==> config.mk <==
export PLATFORM = sky130hd
export DESIGN_NAME = fp32_mac_pe
export DESIGN_NICKNAME = d
export VERILOG_FILES = /design/src/rtl/fp32_mac_pe_pkg.sv /design/src/rtl/fp32_mac_pe_adder.sv /design/src/rtl/fp32_mac_pe.sv
export SDC_FILE = /design/constraint.sdc
export NUM_CORES = 2
export LEC_CHECK = 0
export CORE_MARGIN = 2
export CORE_UTILIZATION = 60
export DETAILED_ROUTE_END_ITERATION = 6
export PLACE_DENSITY_LB_ADDON = 0.1
export SKIP_CTS_REPAIR_TIMING = 1
export SLEW_MARGIN = 30
export SYNTH_ARGS = -nofsm -noshare
export SYNTH_HDL_FRONTEND = slang
export SYNTH_SLANG_ARGS = --single-unit
==> constraint.sdc <==
create_clock -name clk -period 36.1 [get_ports clk]
set_input_delay 7.22 -clock clk [delete_from_list [all_inputs] [get_ports clk]]
set_output_delay 7.22 -clock clk [all_outputs]
set_load 0.02 [all_outputs]
==> src/rtl/fp32_mac_pe_pkg.sv <==
// -----------------------------------------------------------------------------
// fp32_mac_pe_pkg
// Shared FP32 definitions for the MAC processing element:
//   - field layout (fp32_t), bias, +0 and inf exponent constants
//   - lzc26:    leading-zero count used by the adder normaliser
//   - fp32_mul: single-cycle FP32 multiply with zero guard, truncating
//               mantissa and inf/+0 on exponent overflow/underflow
// -----------------------------------------------------------------------------
package fp32_mac_pe_pkg;

  localparam int          FP32_W      = 32;
  localparam int          EXP_W       = 8;
  localparam int          MAN_W       = 23;
  localparam int          DEF_BIAS    = 127;
  localparam logic [7:0]  FP_INF_EXP  = 8'hFF;
  localparam logic [31:0] FP_POS_ZERO = 32'h0000_0000;

  typedef struct packed {
    logic             sign;
    logic [EXP_W-1:0] exp;
    logic [MAN_W-1:0] man;
  } fp32_t;

  // Number of zeros above the most significant set bit (26 when v == 0).
  function automatic logic [4:0] lzc26(input logic [25:0] v);
    logic [4:0] n;
    logic       found;
    n     = '0;
    found = 1'b0;
    for (int i = 25; i >= 0; i--) begin
      if (v[i]) begin
        found = 1'b1;
      end else if (!found) begin
        n = n + 5'd1;
      end
    end
    return n;
  endfunction

  function automatic fp32_t fp32_mul(input fp32_t a, input fp32_t b, input int bias);
    fp32_t              r;
    logic [47:0]        prod;
    logic signed [10:0] e;
    r      = FP_POS_ZERO;
    r.sign = a.sign ^ b.sign;
    // Implicit 1 is always inserted, so denormals only survive via the zero guard.
    prod   = {1'b1, a.man} * {1'b1, b.man};
    e      = $signed({3'b000, a.exp}) + $signed({3'b000, b.exp}) - $signed(11'(bias))
             + (prod[47] ? 11'sd1 : 11'sd0);
    if (a.exp == '0 || b.exp == '0) begin
      r.exp = '0;
      r.man = '0;
    end else if (e > 11'sd254) begin
      r.exp = FP_INF_EXP;
      r.man = '0;
    end else if (e < 11'sd1) begin
      r = FP_POS_ZERO;
    end else begin
      r.exp = e[7:0];
      r.man = prod[47] ? prod[46:24] : prod[45:23];
    end
    return r;
  endfunction

endpackage

==> src/rtl/fp32_mac_pe_adder.sv <==
// -----------------------------------------------------------------------------
// fp32_mac_pe_adder
// Combinational FP32 adder used for accumulation.
//   a, b : FP32 operands
//   sum  : a + b, truncated; exponent field 0 counts as zero, exact zero is +0,
//          overflow gives signed inf, underflow gives +0, inf propagates.
// -----------------------------------------------------------------------------
module fp32_mac_pe_adder
  import fp32_mac_pe_pkg::*;
(
  input  logic [31:0] a,
  input  logic [31:0] b,
  output logic [31:0] sum
);

  fp32_t             fa, fb, op_lg, op_sm, r;
  logic [7:0]        diff;
  logic [25:0]       m_lg, m_sm, norm;
  logic [26:0]       mag;
  logic [4:0]        lz;
  logic [22:0]       man;
  logic signed [9:0] e;

  always_comb begin
    fa    = a;
    fb    = b;
    op_lg = fa;
    op_sm = fb;
    m_lg  = '0;
    m_sm  = '0;
    mag   = '0;
    lz    = '0;
    norm  = '0;
    man   = '0;
    e     = '0;
    r     = FP_POS_ZERO;

    // Order by magnitude so the subtraction below never goes negative.
    if ({fb.exp, fb.man} > {fa.exp, fa.man}) begin
      op_lg = fb;
      op_sm = fa;
    end
    diff = op_lg.exp - op_sm.exp;

    if (fa.exp == '0 && fb.exp == '0) begin
      r = FP_POS_ZERO;
    end else if (fa.exp == '0) begin
      r = fb;
    end else if (fb.exp == '0) begin
      r = fa;
    end else if (fa.exp == FP_INF_EXP) begin
      r = fa;
    end else if (fb.exp == FP_INF_EXP) begin
      r = fb;
    end else if (diff > 8'd25) begin
      r = op_lg;
    end else begin
      // Two guard bits below the mantissa keep a little precision through a subtract.
      m_lg = {1'b1, op_lg.man, 2'b00};
      m_sm = {1'b1, op_sm.man, 2'b00} >> diff;
      mag  = (op_lg.sign == op_sm.sign) ? ({1'b0, m_lg} + {1'b0, m_sm})
                                        : ({1'b0, m_lg} - {1'b0, m_sm});
      if (mag == '0) begin
        r = FP_POS_ZERO;
      end else begin
        if (mag[26]) begin
          e   = $signed({2'b00, op_lg.exp}) + 10'sd1;
          man = mag[25:3];
        end else begin
          lz   = lzc26(mag[25:0]);
          norm = mag[25:0] << lz;
          e    = $signed({2'b00, op_lg.exp}) - $signed({5'b00000, lz});
          man  = norm[24:2];
        end
        if (e > 10'sd254) begin
          r.sign = op_lg.sign;
          r.exp  = FP_INF_EXP;
          r.man  = '0;
        end else if (e < 10'sd1) begin
          r = FP_POS_ZERO;
        end else begin
          r.sign = op_lg.sign;
          r.exp  = e[7:0];
          r.man  = man;
        end
      end
    end
    sum = r;
  end

endmodule

==> src/rtl/fp32_mac_pe.sv <==
// -----------------------------------------------------------------------------
// fp32_mac_pe
// Systolic-array MAC processing element. Stage 1 registers a_in*b_in, stage 2
// accumulates the product into a tile sum and publishes it on the last beat.
//   clk, rst               clock, synchronous active-high reset
//   in_valid/first/last    beat qualifiers for a_in/b_in
//   a_in, b_in             FP32 operands from west / north
//   a_out, b_out, fwd_*    inputs delayed one cycle toward east / south
//   res_valid, res_data    one-cycle pulse with the finished tile sum (held)
// -----------------------------------------------------------------------------
module fp32_mac_pe
  import fp32_mac_pe_pkg::*;
#(
  parameter int FP_W     = 32,
  parameter int EXP_BIAS = 127
) (
  input  logic            clk,
  input  logic            rst,
  input  logic            in_valid,
  input  logic            in_first,
  input  logic            in_last,
  input  logic [FP_W-1:0] a_in,
  input  logic [FP_W-1:0] b_in,
  output logic [FP_W-1:0] a_out,
  output logic [FP_W-1:0] b_out,
  output logic            fwd_valid,
  output logic            fwd_first,
  output logic            fwd_last,
  output logic            res_valid,
  output logic [FP_W-1:0] res_data
);

  logic [FP_W-1:0] a_q, a_d, b_q, b_d;
  logic            fwd_valid_q, fwd_valid_d, fwd_first_q, fwd_first_d, fwd_last_q, fwd_last_d;
  logic [FP_W-1:0] p_q, p_d;
  logic            p_valid_q, p_valid_d, p_first_q, p_first_d, p_last_q, p_last_d;
  logic [FP_W-1:0] acc_q, acc_d, res_data_q, res_data_d;
  logic            res_valid_q, res_valid_d;
  logic [FP_W-1:0] add_sum, acc_new;
  fp32_t           mul_res;

  fp32_mac_pe_adder u_adder (
    .a   (acc_q),
    .b   (p_q),
    .sum (add_sum)
  );

  always_comb begin
    mul_res     = fp32_mul(a_in, b_in, EXP_BIAS);

    a_d         = a_in;
    b_d         = b_in;
    fwd_valid_d = in_valid;
    fwd_first_d = in_first;
    fwd_last_d  = in_last;

    // Product register holds across bubbles; only the valid flag drops.
    p_d         = p_q;
    p_first_d   = p_first_q;
    p_last_d    = p_last_q;
    p_valid_d   = in_valid;
    if (in_valid) begin
      p_d       = mul_res;
      p_first_d = in_first;
      p_last_d  = in_last;
    end

    acc_new     = p_first_q ? p_q : add_sum;
    acc_d       = acc_q;
    res_data_d  = res_data_q;
    res_valid_d = 1'b0;
    if (p_valid_q) begin
      acc_d = acc_new;
      if (p_last_q) begin
        res_data_d  = acc_new;
        res_valid_d = 1'b1;
      end
    end
  end

  always_ff @(posedge clk) begin
    if (rst) begin
      a_q         <= '0;
      b_q         <= '0;
      fwd_valid_q <= 1'b0;
      fwd_first_q <= 1'b0;
      fwd_last_q  <= 1'b0;
      p_q         <= '0;
      p_valid_q   <= 1'b0;
      p_first_q   <= 1'b0;
      p_last_q    <= 1'b0;
      acc_q       <= '0;
      res_data_q  <= '0;
      res_valid_q <= 1'b0;
    end else begin
      a_q         <= a_d;
      b_q         <= b_d;
      fwd_valid_q <= fwd_valid_d;
      fwd_first_q <= fwd_first_d;
      fwd_last_q  <= fwd_last_d;
      p_q         <= p_d;
      p_valid_q   <= p_valid_d;
      p_first_q   <= p_first_d;
      p_last_q    <= p_last_d;
      acc_q       <= acc_d;
      res_data_q  <= res_data_d;
      res_valid_q <= res_valid_d;
    end
  end

  assign a_out     = a_q;
  assign b_out     = b_q;
  assign fwd_valid = fwd_valid_q;
  assign fwd_first = fwd_first_q;
  assign fwd_last  = fwd_last_q;
  assign res_valid = res_valid_q;
  assign res_data  = res_data_q;

endmodule
======== Word level (Yosys, flattened, before mapping) ========
Cells that the tools add are included.
word-level totals
  output and inout bits ................... 100
  bits in registers ....................... 166
  logic and storage cells ................. 582
operators by class
  add/subtract/negate cells ............... 33
  equal/unequal tests ..................... 3
  shifts and indexed selects .............. 2
  $lt $le $gt $ge ......................... 6
  bitwise operators ....................... 2
  mux-type cells .......................... 515
  $mul .................................... 1
  reduce and logical (&&, ||, !) cells .... 9
operators by type and width
  operator                count
  $mux W5                 258
  $mux W32                12
  $mux W1                 231
  $add A5 B1 Y5 const B   25
  $mux W31                3
  $mux W10                8
  $mul A24 B24 Y48        1
  $mux W23                2
  $logic_not A8 Y1        4
  $gt A31 B31 Y1          1
  $add A26 B26 Y27        1
  $logic_not A27 Y1       1
  $mux W27                1
  $sub A26 B26 Y27        1
  $shl A26 B5 Y25         1
  $shr A26 B8 Y26         1
  $eq A8 B8 Y1 const B    2
  $add A10 B2 Y11         1
  $gt A11 B9 Y1 const B   1
  $lt A11 B2 Y1 const B   1
  $gt A10 B9 Y1 const B   1
  $lt A10 B2 Y1 const B   1
  $sub A9 B7 Y10 const B  1
  $add A8 B1 Y9 const B   1
  11 further kinds        11

======== Depth between registers and ports, before layout ========
  depth in word-level cells ............... 310
  gate-level depth with buffers ........... 153

======== Hierarchy ========
Synthesis repeated with hierarchy kept, for this count alone.
second synthesis, totals
  cells, all modules ...................... 4,622
  area total of the unflattened synthesis .. 36,865.4 µm²
modules (own cells, without submodules)
  module             area each (µm²)  times used  cells each  sequential area each (µm²)
  fp32_mac_pe        24,484.7         1           2,695       3,323.2
  fp32_mac_pe_adder  12,380.6         1           1,927       0.0

======== Worst setup path after synthesis ========
OpenSTA, ideal clock, no wires.
  path kind ............................... flip-flop to flip-flop
  start point ............................. register acc_q[20]
  end point ............................... register res_data_q[4] (netlist: res_data[4])
  arrival ................................. 25,586 ps
  buffers on the path ..................... 10
  cell stages (with the launch flop) ...... 147
  library setup time ...................... 138 ps
  period minus slack after synthesis ...... 25,724 ps
  required time ........................... 35,962 ps
  setup slack ............................. 10,376 ps
  cell sequence ........................... dfxtp_1 inv_1 ha_1 a211oi_2 o21ai_1 o211a_1 o21a_1 buf_4 nand2_2 buf_6 buf_2 buf_1 clkbuf_1 a31oi_1 ha_1 o21ai_0 a21boi_0 o21a_1 [111 not listed] ha_1 a21o_1 a21oi_1 xnor2_1 nor2_1 a21oi_1 inv_1 or4_1 o41a_1 and3_1 clkbuf_1 nand2_1 clkbuf_1 nor2_1 a2111oi_0 o21ai_1 a22oi_1 a211oi_1
on the way
  word-level cells in the longest chain between the ends .. 310
  elaborated cells on any way between the ends .. 544
  classes of those cells .................. add/sub: 30; order compare: 4; eq/ne: 1; shift: 2; mux: 506; reduce/logical: 1
ends and longest elaborated chain
  item                                                  RTL line                                          text
  start, declared                                       fp32_mac_pe.sv:37                                 logic [FP_W-1:0] acc_q, acc_d, res_data_q, res_data_d;
  start signal, assigned                                fp32_mac_pe.sv:92                                 acc_q <= '0;
  start signal, assigned                                fp32_mac_pe.sv:105                                acc_q <= acc_d;
  $gt A31 B31 Y1                                        fp32_mac_pe_adder.sv:39                           if ({fb.exp, fb.man} > {fa.exp, fa.man}) begin
  $mux W32                                              fp32_mac_pe_adder.sv:39
  $sub A8 B8 Y8                                         fp32_mac_pe_adder.sv:43                           diff = op_lg.exp - op_sm.exp;
  $shr A26 B8 Y26                                       fp32_mac_pe_adder.sv:60                           m_sm = {1'b1, op_sm.man, 2'b00} >> diff;
  $sub A26 B26 Y27 or $add A26 B26 Y27 (tied branches)  fp32_mac_pe_adder.sv:62, fp32_mac_pe_adder.sv:61
  $mux W27                                              fp32_mac_pe_adder.sv:61                           mag = (op_lg.sign == op_sm.sign) ? ({1'b0, m_lg} + {1'b0, m_sm})
  $mux W1                                               fp32_mac_pe_pkg.sv:31                             if (v[i]) begin
  $mux W5                                               fp32_mac_pe_adder.sv:66                           if (mag[26]) begin
  [294 not listed]                                      --
  $mux W32                                              fp32_mac_pe_adder.sv:63                           if (mag == '0) begin
  $mux W32 *                                            fp32_mac_pe_adder.sv:55                           end else if (diff > 8'd25) begin
  $mux W32 *                                            fp32_mac_pe_adder.sv:53                           end else if (fb.exp == FP_INF_EXP) begin
  $mux W32 *                                            fp32_mac_pe_adder.sv:51                           end else if (fa.exp == FP_INF_EXP) begin
  $mux W32 *                                            fp32_mac_pe_adder.sv:49                           end else if (fb.exp == '0) begin
  $mux W32 *                                            fp32_mac_pe_adder.sv:47                           end else if (fa.exp == '0) begin
  $mux W32 *                                            fp32_mac_pe_adder.sv:45                           if (fa.exp == '0 && fb.exp == '0) begin
  $mux W32 *                                            fp32_mac_pe.sv:68                                 acc_new = p_first_q ? p_q : add_sum;
  end signal, assigned                                  fp32_mac_pe.sv:106                                res_data_q <= res_data_d;
  end, declared                                         fp32_mac_pe.sv:37
Mark *: on every way between the ends. The rest lies on a longest branch, timed or not. The select of a mux whose other input is x is not followed.
A chain may end at the register's enable or synchronous reset.

======== Final worst setup path ========
  start point ............................. register acc_q[23]
  end point ............................... register res_data_q[4] (netlist: res_data[4])
on the way
  word-level cells in the longest chain between the ends .. 310
  elaborated cells on any way between the ends .. 547
  classes of those cells .................. add/sub: 30; order compare: 4; eq/ne: 2; shift: 2; mux: 506; reduce/logical: 3
ends and longest elaborated chain
  item                                                  RTL line
  $gt A31 B31 Y1                                        fp32_mac_pe_adder.sv:39
  $mux W32                                              fp32_mac_pe_adder.sv:39
  $sub A8 B8 Y8                                         fp32_mac_pe_adder.sv:43
  $shr A26 B8 Y26                                       fp32_mac_pe_adder.sv:60
  $sub A26 B26 Y27 or $add A26 B26 Y27 (tied branches)  fp32_mac_pe_adder.sv:62, fp32_mac_pe_adder.sv:61
  $mux W27                                              fp32_mac_pe_adder.sv:61
  $mux W1                                               fp32_mac_pe_pkg.sv:31
  $mux W5                                               fp32_mac_pe_adder.sv:66
  [294 not listed]                                      --
  $mux W32                                              fp32_mac_pe_adder.sv:63
  $mux W32                                              fp32_mac_pe_adder.sv:55
  $mux W32                                              fp32_mac_pe_adder.sv:53
  $mux W32                                              fp32_mac_pe_adder.sv:51
  $mux W32                                              fp32_mac_pe_adder.sv:49
  $mux W32                                              fp32_mac_pe_adder.sv:47
  $mux W32 *                                            fp32_mac_pe_adder.sv:45
  $mux W32 *                                            fp32_mac_pe.sv:68
Marked as above.

==> metrics <==
Inserted Clock Buffers=17; first-pass GRT wire length=190 mm; Hold EP=res_data[21]; time the final worst path needs with I/O delays and setup=28.63 ns; share of the yosys chip area belonging to registers=0.0912; maximum number of pins on one net before global-route repair=93; average wire per standard cell=22.6 um; layout cells sized above 1=0.0520; origin of the critical flop-to-flop path=acc_q[23]; vertical extent of the die=250 um; H-tree levels=4; Root Buffer Master=clkbuf_16; instance area after placement=38900 um2; RR Endpoint=res_data[4]; Clock Skews=0.0226 ns; unrepaired setup endpoints after global routing=no; Worst Hold Launch=res_data[21]; total routing resource utilization after global routing=0.391; number of rows in the core area=90; result of the run=finished, violations left; final number of max-transition violations=0; internal reg-to-reg setup slack=7.47 ns; drt total wl=122 mm; mapped cell area=36400 um2; routability-driven placement congestion ratio=1.07; HPWL after DPL=93.5 mm; Critical Path AT=28.99 ns; reg2reg path depth=134; Tightest Hold Check Type=reg2reg; maximum buffer depth of the clock tree=2; number of remaining DRC errors=17; number of enable-type register cells in the synthesized netlist=0; slowest stage delay, CP=0.67 ns; initial antenna violation count=0; Initial Utilization=0.605; worst-case hold slack=0.474 ns; vias in the first global route=33414; Floorplan Core Area=60200 um2; slowest cell on the critical path=a2111oi_0; Max-cap violations=0; cell type with the highest aggregate area in the netlist=fa_1; final-report hold violation count=0; via count=33641; worst path buffer plus inverter count=16; net count of the finished layout=5447; iteration-0 DRC count of the detailed router=3382; number of port buffers=168; failing checks=design-rule violations; Layout Cell Area excl Fill=39500 um2; die area=62700 um2; final critical-path share of the clock period=0.793; Worst-Skew Late Latency=0.50 ns; synthesized netlist net count=5421; ANT nets after route=0; number of flip-flops and latches in the synthesized netlist=166; number of warnings printed during yosys synthesis=0; number of search-and-repair iterations in the first detailed-routing pass=7; number of clock sinks seen by CTS=166; commonest cells in the synthesized netlist=inv_1, nand2_1, fa_1; most numerous cell on the critical path=ha_1; Cell Count, Final, Fillers Out=5395; post-synthesis async set-or-reset flop share=0; number of filler cells placed in the layout=5315; WP data required=36.46 ns; Max Freq=34.9 MHz; count of distinct cell types in the synthesized netlist=117; count of placed standard cells including taps=5362; worst hold path stage count=2; average cell area after synthesis=7.97 um2; portion of synthesized cell area occupied by the leading cell type=0.266; mean number of vias per cell=6.24; Layout area overhead=8.46%; Worst Tran Pin Value=1.07 ns; Setup TNS=0 ns; largest cells by area after synthesis=fa_1, ha_1, dfxtp_1, inv_1, nand2_1; dominant synthesized flop cell=dfxtp_1; Worst setup EP type=flop; startpoint class of the critical path=flop; Setup violations, final=0; clock tree from TritonCTS=built; clock transition at the registers of the reported paths=0.09 ns; kind of critical path=reg2reg; final global-route overflow total=0; cell with the most instances after synthesis=inv_1; synthesized instance count=4573; kind of cell adding the most delay to the critical path=compound AO/OA/AOI/OAI gates; largest fanout on the critical path=48; DIE WIDTH=250 um; count of pins on the block boundary=169; Worst slew margin=0.282
## logic make-up (layout without fill, tap and decap cells)
group | count (synthesis) | in the layout | share of synthesized area
simple gates | 1580 | 1580 | 0.207
buf+inv | 934 | 973 | 0.0982
compound gates | 819 | 819 | 0.152
fa+ha+maj | 782 | 782 | 0.368
mux | 169 | 169 | 0.0504
flops | 166 | 166 | 0.0912
xor+xnor | 123 | 123 | 0.0340
other cells | 0 | 1 | 0
## per-layer routing
layer / wire length [um] / global-route usage / vias to the layer above / share of wire
met5: 0 / 0 / - / 0
li1: - / - / 15103 / -
met3: 11200 / 0.0769 / 431 / 0.092
met2: 55200 / 0.628 / 1813 / 0.45
met1: 47100 / 0.491 / 16294 / 0.39
met4: 8410 / 0.231 / 0 / 0.069
## flip-flops by register name (all words and copies together), names as in the netlist
| name | count |
|---|---|
| b_out | 32 |
| fwd_last | 1 |
| res_data | 32 |
| a_out | 32 |
| p_valid_q | 1 |
| p_first_q | 1 |
| acc_q | 32 |
| p_q | 32 |
| fwd_first | 1 |
| p_last_q | 1 |
| res_valid | 1 |
## worst max path at each step
stage | start | endpoint | slack (ns) | cells after the start
floorplan | acc_q[20] | res_data[4] | 10.38 | 146
global placement | acc_q[23] | res_data[4] | 8.14 | 142
detailed placement | acc_q[23] | acc_q[4] | 8.01 | 141
CTS | acc_q[23] | acc_q[4] | 7.88 | 141
global route | acc_q[23] | res_data[4] | 5.00 | 143
finish | acc_q[23] | res_data[4] | 7.47 | 134
## worst reg2reg max path: cells and delay by family (launching register included)
kind	cells	cell delay [ns]
and+or+nand+nor	32	4.81
buffers and inverters	16	2.87
DFF	1	0.49
muxes	6	1.47
adders and majority gates	27	8.38
AOI/OAI and AO/OA	48	9.18
xor gates and xnor gates	5	1.30
## through the flow
stage          utilization  worst slack, ns
6_report             0.656             7.47
3_3_place_gp         0.645             8.14
3_5_place_dp         0.646             8.01
5_1_grt              0.656             5.00
4_1_cts              0.656             7.88
2_1_floorplan            -            10.38
## cells in the final DEF, fill, tap and decap left out, drive strengths merged, types with 35 or more instances in the layout
cell             n
dfxtp          166
inv            681
a21o            50
and2           240
a211oi          73
fa             484
xnor2           72
nor2b           78
ha             295
o21ai          175
nor2           305
nand3           95
nand2          616
xor2            43
buf             97
nand4           35
mux2i          137
nor3            60
a21oi          210
clkdlybuf4s50  167
## area by class of cell
| type | count | area (um2) | area share |
|---|---|---|---|
| Antenna cell | 1 | 2.50 | 0.0000633 |
| Tap cell | 782 | 978 | 0.0248 |
| Sequential cell | 166 | 3320 | 0.0841 |
| Clock inverter | 15 | 206 | 0.00522 |
| Timing Repair Buffer | 264 | 2400 | 0.0608 |
| Clock buffer | 17 | 425 | 0.0108 |
| Multi-Input combinational cell | 3473 | 29600 | 0.750 |
| Inverter | 677 | 2540 | 0.0643 |
Power is not shown: default switching activity piles up to over one toggle a cycle in this logic, so the estimate is an artifact.
